## src/rtl/pipe_wall_elastic.sv

```systemverilog
// pipe_wall_elastic: valid/ready pipeline wall with flush, bubble masking and optional two-entry skid buffer
module pipe_wall_elastic #(
  parameter int CTRL_W = 4,
  parameter int DATA_W = 133,
  parameter int SKID = 1
) (
  input  logic              clk,
  input  logic              rst_n,
  input  logic              flush,
  input  logic              in_valid,
  output logic              in_ready,
  input  logic [CTRL_W-1:0] in_ctrl,
  input  logic [DATA_W-1:0] in_data,
  output logic              out_valid,
  input  logic              out_ready,
  output logic [CTRL_W-1:0] out_ctrl,
  output logic [DATA_W-1:0] out_data,
  output logic [1:0]        occupancy
);
  typedef enum logic [1:0] {EMPTY = 2'd0, ONE = 2'd1, FULL = 2'd2} state_t;
  state_t state, state_nx;
  logic [CTRL_W-1:0] main_ctrl, skid_ctrl;
  logic [DATA_W-1:0] main_data, skid_data;
  logic in_fire, out_fire, load_in, load_skid, push_skid;
  assign out_valid = state != EMPTY;
  assign in_ready = rst_n & ((SKID != 0) ? (state != FULL) : (out_ready | ~out_valid));
  assign in_fire = in_valid & in_ready;
  assign out_fire = out_valid & out_ready;
  assign out_ctrl = main_ctrl & {CTRL_W{out_valid}};
  assign out_data = main_data;
  assign occupancy = state;
  // next state and register load selects; flush empties the stage and drops any input
  always_comb begin
    state_nx = state;
    load_in = 1'b0;
    load_skid = 1'b0;
    push_skid = 1'b0;
    case (state)
      EMPTY: begin
        state_nx = in_fire ? ONE : EMPTY;
        load_in = in_fire;
      end
      ONE: begin
        load_in = in_fire & (out_fire | (SKID == 0));
        push_skid = in_fire & ~out_fire & (SKID != 0);
        state_nx = push_skid ? FULL : (out_fire & ~in_fire) ? EMPTY : ONE;
      end
      FULL: begin
        state_nx = out_fire ? ONE : FULL;
        load_skid = out_fire;
      end
      default: state_nx = EMPTY;
    endcase
    if (flush) begin
      state_nx = EMPTY;
      load_in = 1'b0;
      load_skid = 1'b0;
      push_skid = 1'b0;
    end
  end
  // state, head and skid registers
  always_ff @(posedge clk) begin
    if (!rst_n) begin
      state <= EMPTY;
      main_ctrl <= '0;
      main_data <= '0;
      skid_ctrl <= '0;
      skid_data <= '0;
    end else begin
      state <= state_nx;
      if (load_in) begin
        main_ctrl <= in_ctrl;
        main_data <= in_data;
      end else if (load_skid) begin
        main_ctrl <= skid_ctrl;
        main_data <= skid_data;
      end
      if (push_skid) begin
        skid_ctrl <= in_ctrl;
        skid_data <= in_data;
      end
    end
  end
endmodule

```

## config.mk

```make
export PLATFORM = sky130hd
export DESIGN_NAME = pipe_wall_elastic
export DESIGN_NICKNAME = d
export VERILOG_FILES = /design/src/rtl/pipe_wall_elastic.sv
export SDC_FILE = /design/constraint.sdc
export NUM_CORES = 1
export LEC_CHECK = 0
export CAP_MARGIN = 40
export CORE_MARGIN = 2
export CORE_UTILIZATION = 53
export DETAILED_ROUTE_END_ITERATION = 8
export GPL_ROUTABILITY_DRIVEN = 0
export MAX_ROUTING_LAYER = met4
export PLACE_DENSITY = 0.95
export SYNTH_ARGS = -nofsm -noshare
export SYNTH_HDL_FRONTEND = slang
export SYNTH_SLANG_ARGS = --single-unit
export TNS_END_PERCENT = 10
```

## constraint.sdc

```tcl
create_clock -name clk -period 5.3 [get_ports clk]
set_input_delay 0.53 -clock clk [delete_from_list [all_inputs] [get_ports clk]]
set_output_delay 0.53 -clock clk [all_outputs]
set_load 0.02 [all_outputs]
```

### Word-level counts from Yosys, hierarchy flattened

Index checks and enable logic that the tools add are counted.
Widths: inputs -> output; s select.

* reductions and logical operators: 4
* equality and inequality tests: 3
* muxes and demuxes: 15
* bitwise logic cells: 10

Operators with widths (number)
* $mux 133: 2
* $mux 4: 2
* $mux 1: 7
* $and 1x1->1: 6
* $pmux 2 s3: 1
* $and 4x4->4: 1
* $mux 2: 2
* $reduce_bool 2->1: 2
* $not 1->1: 3
* $eq 2x1->1 const B: 1
* $eq 2x2->1 const B: 1
* $logic_not 2->1: 1
* $ne 2x2->1 const B: 1
* $pmux 1 s2: 1
* $reduce_or 2->1: 1

* logic and storage cells: 37
* output and inout bits: 141
* input bits: 142
* flip-flop bits (word level): 276

### Longest topological paths before layout

Gate-level depths: netlist of run 1.

* word-level depth: 8
* mapped depth: 10
* depth with buffers taken out: 7

### Least setup slack after synthesis of run 1

No wires, ideal clock.

* kind: register to register
* start: reg state[0], in the netlist occupancy[0]
* end: reg skid_data[10]
* library setup time: 132 ps
* required time: 5168 ps
* data arrival time: 2063 ps
* stages on the path, launching flop included: 11
* clock period less this slack: 2195 ps
* slack: 3105 ps
* path through: dfxtp_1 > buf_6 > nor2_1 > nor2b_1 > inv_1 > ha_1 > or4bb_1 > clkbuf_1 > clkbuf_1 > nand2_1 > a21oi_1

* cells in the longest elaborated chain, start to end: 6

RTL lines
* start: declaration: line 21 `state_t state, state_nx;`
* start signal: assignment: line 70 `state <= state_nx;`
* $ne 2x2->1 or $reduce_bool 2->1 (tied branches): line 26, 25
* $and 1x1->1 (on tied branches): line 26, 28
* $and 1x1->1 or $not 1->1 (tied branches): line 27, 45
* $and 1x1->1: line 45 `push_skid = in_fire & ~out_fire & (SKID != 0);`
* $mux 1 *: line 38 `case (state)`
* $mux 1 *: line 54 `if (flush) begin`
* end signal: assignment: line 80 `skid_data <= in_data;`
* end: declaration: line 23 `logic [DATA_W-1:0] main_data, skid_data;`

Mark *: on every way between the ends. The rest lies on a longest branch, timed or not.
A chain may end at the register's enable or synchronous reset.

### Worst setup path in the final report of run 1

* start: reg state[1], in the netlist occupancy[1]
* end: reg skid_data[41]

Same word-level chain as after synthesis.

==> results.py, run 1 <==
metrics = {
    "worst_setup_path": {
        "path_buf_inv": 2,
        "crit_slowest_cell": "or4bb_4",
        "slowest_delay_ns": 0.89,
        "crit_type": "reg -> reg",
        "worstPathMaxFanout": 70,
        "critPathLaunchType": "flip-flop",
        "crit_family": "simple AND/OR/NAND/NOR gates",
        "crit_required_ns": 5.69,
        "crit_chain": "nor2_1, nor2b_1, inv_1, ha_1, or4bb_4, buf_12, nand2_1, a21oi_1",
        "cp.arrival_ns": 3.58,
        "critPathCaptureType": "flip-flop",
    },
    "yosys": {
        "synth-seq-cells": 276,
        "syn-mean-instance-area_sq_um": 9.071,
        "synth-edff-count": 0,
        "ys_types": 27,
        "synth_flop_cell": "dfxtp_1",
        "synth_nets": 1393,
        "synth_seq_area_share_pct": 48.77,
        "ys_warn_count": 0,
        "syn-instance-count": 1249,
        "synth_area_sq_um": 11330,
        "async_flop_share_pct": 0,
    },
    "global_route": {
        "grt_first_pass_wirelength_um": 49650,
        "grt_pass1_vias": 9841,
        "grt_max_degree": 130,
        "grtUsageTotal_pct": 27.65,
        "grt_antenna_before_repair": 0,
        "globalRouteOverflowTotal": 0,
    },
    "sta": {
        "rsz0062_at_grt": "no",
        "fin_tns_setup_ns": 0,
        "drv_slew": 0,
        "finalSetupViolCount": 0,
        "hold_viol_final": 0,
        "min_period_ns": 3.192,
        "worst_slew_pin_slew_ns": 0.8881,
        "finalClockSkew_ns": 0.01360,
        "max_freq_mhz": 313.2,
        "fin_crit_sh_pct": 60.23,
        "slew_headroom_pct": 40.79,
    },
    "clock_network": {
        "ctsHoldBuffers": 0,
        "htree_levels": 1,
        "cts.sinks": 276,
        "root_buffer": "clkbuf_16",
        "cts-resized-gates": 0,
        "cts_tree": "yes",
        "clock_path_buffers": 3,
        "cts_setup_buffers": 0,
        "clkTransAtPathRegs_ns": 0.06,
        "clock_latency_ns": 0.54,
        "numCtsBuffers": 28,
    },
    "route": {
        "via_per_inst": 5.911,
        "dr_total_vias": 10333,
        "drcViolationCount": 0,
        "drt-pass1-iter-count": 6,
        "wire_per_inst_um": 18.59,
        "drt_wl_total_um": 32500,
        "drt_iter0_markers": 697,
        "ant_nets": 0,
    },
    "die": {
        "io_pins": 283,
        "start_util_pct": 53.90,
        "dieArea_sq_um": 22560,
        "die_h_um": 150.2,
        "coreArea_sq_um": 21020,
        "die-width_um": 150.2,
        "num_rows": 53,
    },
    "cells_and_area": {
        "fin_nets": 1596,
        "final_common_cell": "clkdlybuf4s50_1",
        "drive_gt1_share_pct": 5.295,
        "diodes": 0,
        "final_cell_mix": "282 x clkdlybuf4s50_1, 276 x nand2_1, 276 x dfxtp_1",
        "area_growth_syn_to_layout_pct": 31.96,
    },
    "placement": {
        "dpl.hpwl_um": 19510,
        "portBuffers": 282,
    },
    "pwr": {
        "sw_frac_of_total_pct": 24.18,
        "p_per_area_nw_per_um2": 311.8,
        "leakagePower_nw": 4.850,
        "pwr-share-clk_pct": 41.8,
        "intPower_mw": 3.535,
        "pwr-share-seq_pct": 46.7,
        "finalPower_mw": 4.662,
        "p_sw_mw": 1.127,
        "p_comb_share_pct": 11.6,
        "peakVddDrop_mv": 0.2400,
    },
    "run": {
        "drv_cap": 0,
    },
    "min_path": {
        "min_path_type": "reg -> reg",
    },
    "status": {
        "status": "finished clean",
    },
}
==> final cells by class <==
cell class	count	area, sq um
clock inverter	14	127.6
inverter	4	22.52
clock buffer	37	785.8
sequential	276	5525
multi-input combinational	848	5097
fill	1412	6071
tap	275	344.1
timing repair buffer	294	3048
==> per-layer routing <==
metal	part of all wire, %	track usage, %
met5	0	-
met3	9.2	3.818
met1	40	35.31
met2	49	46.51
met4	1.8	6.840
==> cells in the mapped netlist, types with 2 or more instances <==
master    count  area share, %
nand2b_1      2           0.11
a221oi_1    125            9.7
a221oi_2     13            1.7
nand2_1     277            9.2
mux2i_1     137             12
nor2_1      139            4.6
inv_1         4           0.13
a21oi_1     138            6.1
buf_2        13           0.57
clkbuf_1     82            2.7
dfxtp_1     276             49
buf_12       14            2.5
buf_1        10           0.33
ha_1          2           0.22
nor2b_1       5           0.28
==> worst paths after layout <==
kind,cells after the start,slack (ns),to,from
max,8,2.11,skid_data[41],occupancy[1]
min,2,0.45,skid_data[15],skid_data[15]
max reg2reg,8,2.11,skid_data[41],occupancy[1]
min reg2reg,2,0.45,skid_data[15],skid_data[15]
==> power groups by stage <==
stage / Combinational (mW) / Clock, mW / Sequential [mW]
floorplan: 0.184 / 0 / 2.27
global placement: 0.515 / 0 / 2.22
detailed placement: 0.532 / 0 / 2.22
CTS: 0.537 / 1.96 / 2.17
global route: 0.570 / 2.05 / 2.18
finish: 0.540 / 1.95 / 2.18
==> tightest hold or removal path, delay by kind of cell, from the launching register on <==
family,cells,cell delay [ns]
AO/OA/AOI/OAI,1,0.05
flip-flops,1,0.31
AND/OR/NAND/NOR,1,0.05
==> sequential cells by signal (all words and copies together), names as in the netlist <==
name and cells:
skid_data 133, skid_ctrl 4, occupancy 2, out_data 133, main_ctrl 4
==> cell families after synthesis <==
logic type      after synthesis  share of synthesized area [%]
simple gates                431                          14.82
fa+ha+maj                     2                         0.2208
flops                       276                          48.77
buf+inv                     125                          6.461
compound gates              278                          17.63
mux                         137                          12.10
==> through the flow <==
step | util (%) | hold slack [ns] | cell area, sq um | std cells | setup WS (ns)
after floorplan | - | 0.4360 | 11330 | 1249 | 3.105
after global placement | 66.38 | 0.4407 | 13950 | 1694 | 2.075
after detailed placement | 66.78 | 0.4463 | 14040 | 1697 | 2.032
after CTS | 71.12 | 0.4546 | 14950 | 1748 | 2.222
after global routing | 71.12 | 0.4688 | 14950 | 1748 | 2.058
final | 71.12 | 0.4543 | 14950 | 1748 | 2.108
(Power assumes the default switching activity.)
==> run 2: changes to the inputs <==
- CORE_UTILIZATION: 53 -> 49
- PLACE_DENSITY: 0.95 -> 0.91
- clock period: 5.3 -> 3.25 ns (I/O delays scaled with it)
==> results.py, run 2 (same netlist as run 1, synthesis figures left out) <==
metrics = {
    "status": {
        "status": "finished clean",
    },
    "route": {
        "via_per_inst": 5.826,
        "ant_nets": 0,
        "wire_per_inst_um": 18.32,
        "drcViolationCount": 0,
        "drt_iter0_markers": 825,
        "drt-pass1-iter-count": 6,
        "drt_wl_total_um": 32500,
        "dr_total_vias": 10335,
    },
    "clock_network": {
        "ctsHoldBuffers": 0,
        "numCtsBuffers": 28,
        "cts-resized-gates": 0,
        "root_buffer": "clkbuf_16",
        "cts_tree": "yes",
        "htree_levels": 1,
        "clkTransAtPathRegs_ns": 0.06,
        "clock_latency_ns": 0.54,
        "cts_setup_buffers": 0,
        "clock_path_buffers": 3,
        "cts.sinks": 276,
    },
    "sta": {
        "hold_viol_final": 0,
        "rsz0062_at_grt": "no",
        "max_freq_mhz": 389.1,
        "fin_tns_setup_ns": 0,
        "worst_slew_pin_slew_ns": 0.8450,
        "finalClockSkew_ns": 0.02426,
        "finalSetupViolCount": 0,
        "drv_slew": 0,
        "fin_crit_sh_pct": 79.08,
        "slew_headroom_pct": 43.67,
        "min_period_ns": 2.570,
    },
    "worst_setup_path": {
        "slowest_delay_ns": 0.64,
        "crit_required_ns": 3.72,
        "critPathCaptureType": "flip-flop",
        "crit_chain": "or2b_1, and3_1, ha_1, or4bb_4, buf_4, nand2_1, a21oi_1",
        "crit_slowest_cell": "buf_4",
        "worstPathMaxFanout": 73,
        "cp.arrival_ns": 3.04,
        "crit_family": "simple AND/OR/NAND/NOR gates",
        "crit_type": "reg -> reg",
        "path_buf_inv": 1,
        "critPathLaunchType": "flip-flop",
    },
    "cells_and_area": {
        "fillers": 1675,
        "area_growth_syn_to_layout_pct": 33.40,
        "fin_nets": 1610,
        "final_core_util_pct": 66.75,
        "drive_gt1_share_pct": 6.183,
        "regArea_sq_um": 5525,
        "final_common_cell": "clkdlybuf4s50_1",
        "final_cell_mix": "282 x clkdlybuf4s50_1, 276 x nand2_1, 276 x dfxtp_1",
        "multi_input_area_sq_um": 5097,
    },
    "global_route": {
        "globalRouteOverflowTotal": 0,
        "grt_pass1_vias": 10327,
        "grt_first_pass_wirelength_um": 51740,
        "grt_antenna_before_repair": 1,
        "grtUsageTotal_pct": 26.38,
        "grt_max_degree": 138,
    },
    "die": {
        "start_util_pct": 50.04,
        "dieArea_sq_um": 24350,
        "coreArea_sq_um": 22640,
        "die-width_um": 156.1,
        "io_pins": 283,
        "num_rows": 55,
        "die_h_um": 156.1,
    },
    "min_path": {
        "min_path_type": "in -> reg",
    },
    "pwr": {
        "p_per_area_nw_per_um2": 504.4,
        "leakagePower_nw": 4.940,
        "peakVddDrop_mv": 0.3871,
        "finalPower_mw": 7.623,
    },
    "placement": {
        "dpl.hpwl_um": 19980,
        "portBuffers": 282,
    },
    "run": {
        "drv_cap": 0,
    },
}
[run 2: changes by cell type in the layout (fill, tap and decap cells not counted), moves of 2 or more]
cell        change
buf_4          +10
buf_12          +7
clkbuf_8        +6
buf_16          -3
clkinvlp_4      -3
clkinv_2        -2
[run 2: cell type report]
| cell class | instances | area share [%] |
|---|---|---|
| Clock buffer | 43 | 5.605 |
| Inverter | 4 | 0.1490 |
| Tap cell | 285 | 2.359 |
| Sequential cell | 276 | 36.56 |
| Timing Repair Buffer | 308 | 21.04 |
| Clock inverter | 9 | 0.5381 |
| Antenna cell | 1 | 0.01656 |
| Multi-Input combinational cell | 848 | 33.73 |
[run 2: path summary, 6_finish.rpt]
path / slack, ns / from / cells past startpoint / end
hold / removal: 0.35 / in_data[33] / 3 / skid_data[33]
setup / recovery: 0.68 / occupancy[1] / 7 / skid_data[79]
setup reg to reg: 0.68 / occupancy[1] / 7 / skid_data[79]
hold reg to reg: 0.45 / skid_data[13] / 2 / skid_data[13]
[run 2: layer usage]
layer | GRT usage [%] | vias up | part of all wire [%]
li1 | - | 4835 | -
met1 | 32.21 | 4936 | 40
met2 | 43.83 | 499 | 48
met3 | 6.000 | 65 | 9.1
met4 | 7.733 | 0 | 2.1
met5 | - | - | 0
[run 2: worst min-delay path: stages]
cell and delay, ns:
clkdlybuf4s50_1 0.42, nand2_1 0.06, a21oi_1 0.05
[run 2: power breakdown]
part           internal [mW]  switching (mW)  total (mW)
logic                  0.438           0.456       0.893
registers               3.48          0.0582        3.54
clock network           1.87            1.32        3.19
total                   5.79            1.83        7.62
[run 2: through the flow]
step,instance area [sq um],setup slack (ns),instances,hold WS [ns]
2_1_floorplan,11330,1.055,1249,0.4360
3_3_place_gp,14180,0.5646,1721,0.4409
3_5_place_dp,14180,0.4827,1721,0.4461
4_1_cts,15110,0.6707,1773,0.3272
5_1_grt,15110,0.5556,1774,0.3357
6_report,15110,0.6800,1774,0.3523
